File: config.mk
export PLATFORM = sky130hd
export DESIGN_NAME = vend_change_dispenser
export DESIGN_NICKNAME = d
export VERILOG_FILES = /design/src/rtl/vend_pkg.sv /design/src/rtl/vend_coin_tube.sv /design/src/rtl/vend_change_dispenser.sv
export SDC_FILE = /design/constraint.sdc
export NUM_CORES = 1
export LEC_CHECK = 0
export CELL_PAD_IN_SITES_DETAIL_PLACEMENT = 0
export CELL_PAD_IN_SITES_GLOBAL_PLACEMENT = 1
export CORE_UTILIZATION = 42
export CTS_BUF_LIST = sky130_fd_sc_hd__clkbuf_8 sky130_fd_sc_hd__clkbuf_16
export CTS_CLUSTER_DIAMETER = 60
export DETAILED_ROUTE_END_ITERATION = 10
export PLACE_DENSITY_LB_ADDON = 0.1
export SLEW_MARGIN = 20
export SYNTH_ARGS = -nofsm -noshare
export SYNTH_HDL_FRONTEND = slang
export SYNTH_SLANG_ARGS = --single-unit
File: constraint.sdc
create_clock -name clk -period 3.09 [get_ports clk]
set_input_delay 0.309 -clock clk [delete_from_list [all_inputs] [get_ports clk]]
set_output_delay 0.309 -clock clk [all_outputs]
set_load 0.01 [all_outputs]
File: src/rtl/vend_pkg.sv
// Shared definitions for the vending machine coin path: coin values in
// half-coin units, the change dispenser state encoding and default widths.
package vend_pkg;

  localparam int DEF_AMT_W = 4;
  localparam int COIN_HALF = 1;
  localparam int COIN_ONE  = 2;

  typedef enum logic [2:0] {
    ST_IDLE,
    ST_SELECT,
    ST_EJECT,
    ST_WAIT_ACK,
    ST_FINISH,
    ST_FAULT
  } vend_state_e;

endpackage

File: src/rtl/vend_coin_tube.sv
// Inventory counter for one coin tube: saturates at the top on refill,
// never wraps below zero on dispense, and a simultaneous refill and
// dispense cancel out.
module vend_coin_tube #(
  parameter int TUBE_W    = 6,
  parameter int TUBE_INIT = 20
) (
  input  logic              clk,
  input  logic              rst,
  input  logic              inc,
  input  logic              dec,
  output logic [TUBE_W-1:0] cnt,
  output logic              empty
);

  localparam logic [TUBE_W-1:0] CNT_MAX  = '1;
  localparam logic [TUBE_W-1:0] CNT_INIT = TUBE_W'(TUBE_INIT);

  // up/down count with saturation at both ends
  always_ff @(posedge clk or posedge rst) begin
    if (rst) begin
      cnt <= CNT_INIT;
    end else if (inc && !dec) begin
      if (cnt != CNT_MAX) cnt <= cnt + 1'b1;
    end else if (dec && !inc) begin
      if (cnt != '0) cnt <= cnt - 1'b1;
    end
  end

  assign empty = (cnt == '0);

endmodule

File: src/rtl/vend_change_dispenser.sv
// Change payout controller: pays an amount (half-coin units) greedily with
// one-coins then half-coins, drives fixed-width hopper eject pulses, waits
// for the hopper drop confirmation and tracks both tube inventories.
module vend_change_dispenser
  import vend_pkg::*;
#(
  parameter int AMT_W     = DEF_AMT_W,
  parameter int TUBE_W    = 6,
  parameter int TUBE_INIT = 20,
  parameter int PULSE_CYC = 4,
  parameter int ACK_TO    = 64
) (
  input  logic              clk,
  input  logic              rst,
  input  logic              req,
  input  logic [AMT_W-1:0]  amount,
  input  logic              coin_ack,
  input  logic              refill_one,
  input  logic              refill_half,
  input  logic              fault_clr,
  output logic              busy,
  output logic              eject_one,
  output logic              eject_half,
  output logic              done,
  output logic              short,
  output logic              fault,
  output logic [AMT_W-1:0]  remaining,
  output logic [TUBE_W-1:0] cnt_one,
  output logic [TUBE_W-1:0] cnt_half
);

  localparam int               AT_W       = $clog2(ACK_TO + 1);
  localparam logic [3:0]       PULSE_LAST = 4'(PULSE_CYC - 1);
  localparam logic [AT_W-1:0]  ACK_LAST   = AT_W'(ACK_TO - 1);
  localparam logic [AMT_W-1:0] AMT_ONE    = AMT_W'(COIN_ONE);
  localparam logic [AMT_W-1:0] AMT_HALF   = AMT_W'(COIN_HALF);

  vend_state_e      state;
  logic             sel_one;   // coin type of the payout in flight
  logic             ack_seen;  // hopper already confirmed during the pulse
  logic [3:0]       pcnt;
  logic [AT_W-1:0]  acnt;
  logic             empty_one;
  logic             empty_half;
  logic             ack_take;
  logic             dec_one;
  logic             dec_half;

  // a drop confirmation is taken once per coin, during the pulse or after it
  assign ack_take = coin_ack &&
                    (((state == ST_EJECT) && !ack_seen) || (state == ST_WAIT_ACK));
  assign dec_one  = ack_take && sel_one;
  assign dec_half = ack_take && !sel_one;

  vend_coin_tube #(.TUBE_W(TUBE_W), .TUBE_INIT(TUBE_INIT)) u_tube_one (
    .clk   (clk),
    .rst   (rst),
    .inc   (refill_one),
    .dec   (dec_one),
    .cnt   (cnt_one),
    .empty (empty_one)
  );

  vend_coin_tube #(.TUBE_W(TUBE_W), .TUBE_INIT(TUBE_INIT)) u_tube_half (
    .clk   (clk),
    .rst   (rst),
    .inc   (refill_half),
    .dec   (dec_half),
    .cnt   (cnt_half),
    .empty (empty_half)
  );

  // payout FSM with pulse and ack timers; all outputs registered
  always_ff @(posedge clk or posedge rst) begin
    if (rst) begin
      state      <= ST_IDLE;
      busy       <= 1'b0;
      eject_one  <= 1'b0;
      eject_half <= 1'b0;
      done       <= 1'b0;
      short      <= 1'b0;
      fault      <= 1'b0;
      remaining  <= '0;
      sel_one    <= 1'b0;
      ack_seen   <= 1'b0;
      pcnt       <= '0;
      acnt       <= '0;
    end else begin
      done  <= 1'b0;
      short <= 1'b0;
      if (ack_take) remaining <= remaining - (sel_one ? AMT_ONE : AMT_HALF);
      case (state)
        ST_IDLE: begin
          if (req) begin
            remaining <= amount;
            busy      <= 1'b1;
            state     <= ST_SELECT;
          end
        end
        ST_SELECT: begin
          ack_seen <= 1'b0;
          pcnt     <= '0;
          acnt     <= '0;
          if ((remaining >= AMT_ONE) && !empty_one) begin
            sel_one   <= 1'b1;
            eject_one <= 1'b1;
            state     <= ST_EJECT;
          end else if ((remaining >= AMT_HALF) && !empty_half) begin
            sel_one    <= 1'b0;
            eject_half <= 1'b1;
            state      <= ST_EJECT;
          end else begin
            done  <= 1'b1;
            short <= (remaining != '0);
            state <= ST_FINISH;
          end
        end
        ST_EJECT: begin
          if (ack_take) ack_seen <= 1'b1;
          if (pcnt == PULSE_LAST) begin
            eject_one  <= 1'b0;
            eject_half <= 1'b0;
            state      <= (ack_seen || ack_take) ? ST_SELECT : ST_WAIT_ACK;
          end else begin
            pcnt <= pcnt + 1'b1;
          end
        end
        ST_WAIT_ACK: begin
          if (ack_take) begin
            state <= ST_SELECT;
          end else if (acnt == ACK_LAST) begin
            fault <= 1'b1;
            state <= ST_FAULT;
          end else begin
            acnt <= acnt + 1'b1;
          end
        end
        ST_FINISH: begin
          busy  <= 1'b0;
          state <= ST_IDLE;
        end
        ST_FAULT: begin
          if (fault_clr) begin
            fault <= 1'b0;
            busy  <= 1'b0;
            state <= ST_IDLE;
          end
        end
        default: state <= ST_IDLE;
      endcase
    end
  end

endmodule
==> impl_results.md <==
* Status: finished, final reports clean
* CTS Root Cell: clkbuf_8
* Hold crit path type: input pin to async pin
* First-pass GRT wire length at 8963 um
* CP Class: flip-flop to flip-flop
* Maximum VDD drop at 447.9 uV
* Adder-cell share of the synthesized area at 8.908%
* Synth Instances at 236
* Dpl hpwl at 3720 um
* Async S/R FF share, synth at 100.0%
* Clock sinks at 38
* Power, Total at 2.725 mW
* 1st-pass router iterations at 5
* Resized cells post-CTS at 0
* CTS tree: built
* Die Ht at 76.96 um
* Top post-synthesis cells by area: dfrtp_1 (36%), ha_1 (6.4%), dfstp_2 (4.5%), a21oi_1 (3.8%), o21ai_1 (3.4%)
* Worst Path Required at 3.31 ns
* Max-slew headroom at 54.83%
* R2R setup slack at 0.55 ns
* Starting Density at 44.78%
* Sequential area share after synthesis at 40.51%
* Top cells by count, synth: dfrtp_1 (34), a21oi_1 (18), nand2_1 (18)
* GPL Wtd Cong at 0.7964
* Num CTS Buffers at 5
* Gr usage total at 19.39%
* Post-CTS Setup Bufs at 0
* Initial antenna violation count at 0
* Mux cell area share after synthesis at 6.681%
* Final setup TNS at 0 ns
* DRC violations left at 0
* Max-Cap Viols at 0
* Post-synthesis register bit count at 38
* Yosys warns at 0
* RSZ-0062 raised after global routing: false
* CTS HTree Levels at 2
* Hold_buf cts at 0
* Routed wire length at 4971 um
* Net Count, Synth at 262
* Non-Filler Instances at 347
* I/O pins at 33
* Syn_area_per_cell at 9.999 sq um
* Critical path launch point type: flip-flop
* Number of synthesized flops with an enable pin at 0
* Worst skew pair latency at 0.30 ns
* Worst slew pin tran at 0.6761 ns
* Vias per cell at 5.490
* Cell taking the most area after synthesis: dfrtp_1
* Reg2reg end: u_tube_one.cnt[5]
* Drt first-iter violations at 35
* Vias after detailed routing at 1905
* DR WL/cell at 14.33 um
* Crit path time final at 2.545 ns
* Layout cell share with drive strength beyond 1 at 13.36%
* Final setup viols at 0
* # diodes at 0
* Peak fanout along the critical path at 5
* Clock Tree Buf Depth at 2
* Synth Area in Simple Gates at 16.01%
* Finished Cell Area at 2885 sq um
* Post-synth top flop: dfrtp_1
* Vias in the first global route at 1899
* Core Footprint at 5270 sq um
* CP Capture Type: flip-flop
* Final Skew at 0.007187 ns
* Post-synth top area share at 36.06%
* XOR/XNOR share of the synthesized area at 5.196%
* Post-placement cell count at 339
* Die X at 76.96 um
* Clock slew at reported path FFs at 0.08 ns
* Largest family of logic cells by synthesized area: compound AO/OA/AOI/OAI gates
* Port bufs at 32
* Final core occ at 54.75%
* Num rows at 26
* Final Hold Viols at 0
* Post-Place Cell Area at 2794 sq um
* Power Dens Cells at 944.4 nW/um^2
* Layout area overhead at 22.27%
* Post-synthesis compound-gate area fraction at 19.99%
* Tcrit/Tclk final at 82.36%
* Largest net degree at the start of global routing at 19
* Register-to-Register Path Depth at 9
* Worst EP arrival at 2.76 ns
* Final-stage net count at 302
* Library cells used by synthesis at 59
* Congestion Overflow GR at 0
* Cell leakage power at 1.227 nW
* Count leader, synth: dfrtp_1
* Die ar. at 5922 sq um
* Max frequency at 392.9 MHz
* Max-slew violations at 0
* Cell Area, Synth at 2360 sq um
* Routed Antenna Nets at 0
* Worst flop-to-flop path startpoint: state[2]
## report_power, final
| part | switching [mW] | leakage [nW] | total [mW] | internal (mW) |
|---|---|---|---|---|
| registers | 0.223 | 0.467 | 0.914 | 0.692 |
| logic | 0.690 | 0.707 | 1.45 | 0.763 |
| clock network | 0.180 | 0.0524 | 0.357 | 0.177 |
| total | 1.09 | 1.23 | 2.72 | 1.63 |
## flip-flops by register name, indices dropped and copies added, names as in the netlist
register,flops
eject_half,1
u_tube_half.cnt,6
u_tube_one.cnt,6
pcnt,4
state,3
acnt,7
busy,1
done,1
sel_one,1
eject_one,1
remaining,4
short,1
ack_seen,1
fault,1
## through the flow
| step | worst slack (ns) | hold WS [ns] |
|---|---|---|
| 2_1_floorplan | 0.6646 | 0.4131 |
| 3_3_place_gp | 0.3478 | 0.4843 |
| 3_5_place_dp | 0.3216 | 0.4920 |
| 4_1_cts | 0.5189 | 0.4120 |
| 5_1_grt | 0.2942 | 0.4541 |
| 6_report | 0.5451 | 0.3979 |
## layer usage
layer	vias to the layer above	part of all wire, %	wire length (um)	track usage, %
li1	946	-	-	-
met2	45	47	2323	31.34
met3	5	4.2	210	4.881
met1	909	48	2377	25.21
met4	0	1.2	60	6.346
met5	-	0	0	0
## cell families after synthesis
logic type               after synthesis
adder cells (fa/ha/maj)               15
flip-flops                            38
AO/OA/AOI/OAI                         72
multiplexers                          13
buffers and inverters                 15
XOR/XNOR                              14
AND/OR/NAND/NOR                       69
## placed cells by master (no fill, tap or decap), drive strengths merged, types with 2 or more instances in the layout
cell and n:
nand2b 2, nor2b 4, or3 3, nand4 3, nor4 2, a31oi 2
or4 2, o21bai 2, nand3 7, buf 8, a21o 4, nand2 20
dfrtp 34, a21oi 18, fa 3, dfstp 4, nor2 13, mux2i 3
a211oi 3, mux2 10, a21boi 2, clkdlybuf4s50 32, o21ai 28, inv 9
clkbuf 6, xor2 8, ha 12, nor3 6, xnor2 6
## worst max path at each step
stage	startpoint	end	cells past startpoint
floorplan	state[2]	u_tube_one.cnt[5]	11
global placement	coin_ack	u_tube_one.cnt[5]	9
detailed placement	coin_ack	u_tube_one.cnt[5]	9
CTS	state[2]	u_tube_one.cnt[5]	9
global route	state[2]	u_tube_one.cnt[5]	9
finish	state[2]	u_tube_one.cnt[5]	9
## critical path: stages (launching register included)
cell	delay [ns]
dfrtp_1	0.41
nor2b_4	0.17
nand3_1	0.21
o21ai_1	0.41
ha_1	0.32
a211oi_1	0.24
o21bai_1	0.10
a21oi_1	0.19
mux2i_1	0.25
xor2_1	0.16
## area by class of cell
type                            instances  area, sq um
Clock inverter                          2        8.758
Timing Repair Buffer                   40        380.4
Inverter                                8        30.03
Multi-Input combinational cell        183         1340
Fill cell                             502         2385
Tap cell                               70        87.58
Clock buffer                            6        82.58
Sequential cell                        38        955.9
No activity file was read; power rests on OpenSTA's default activity.
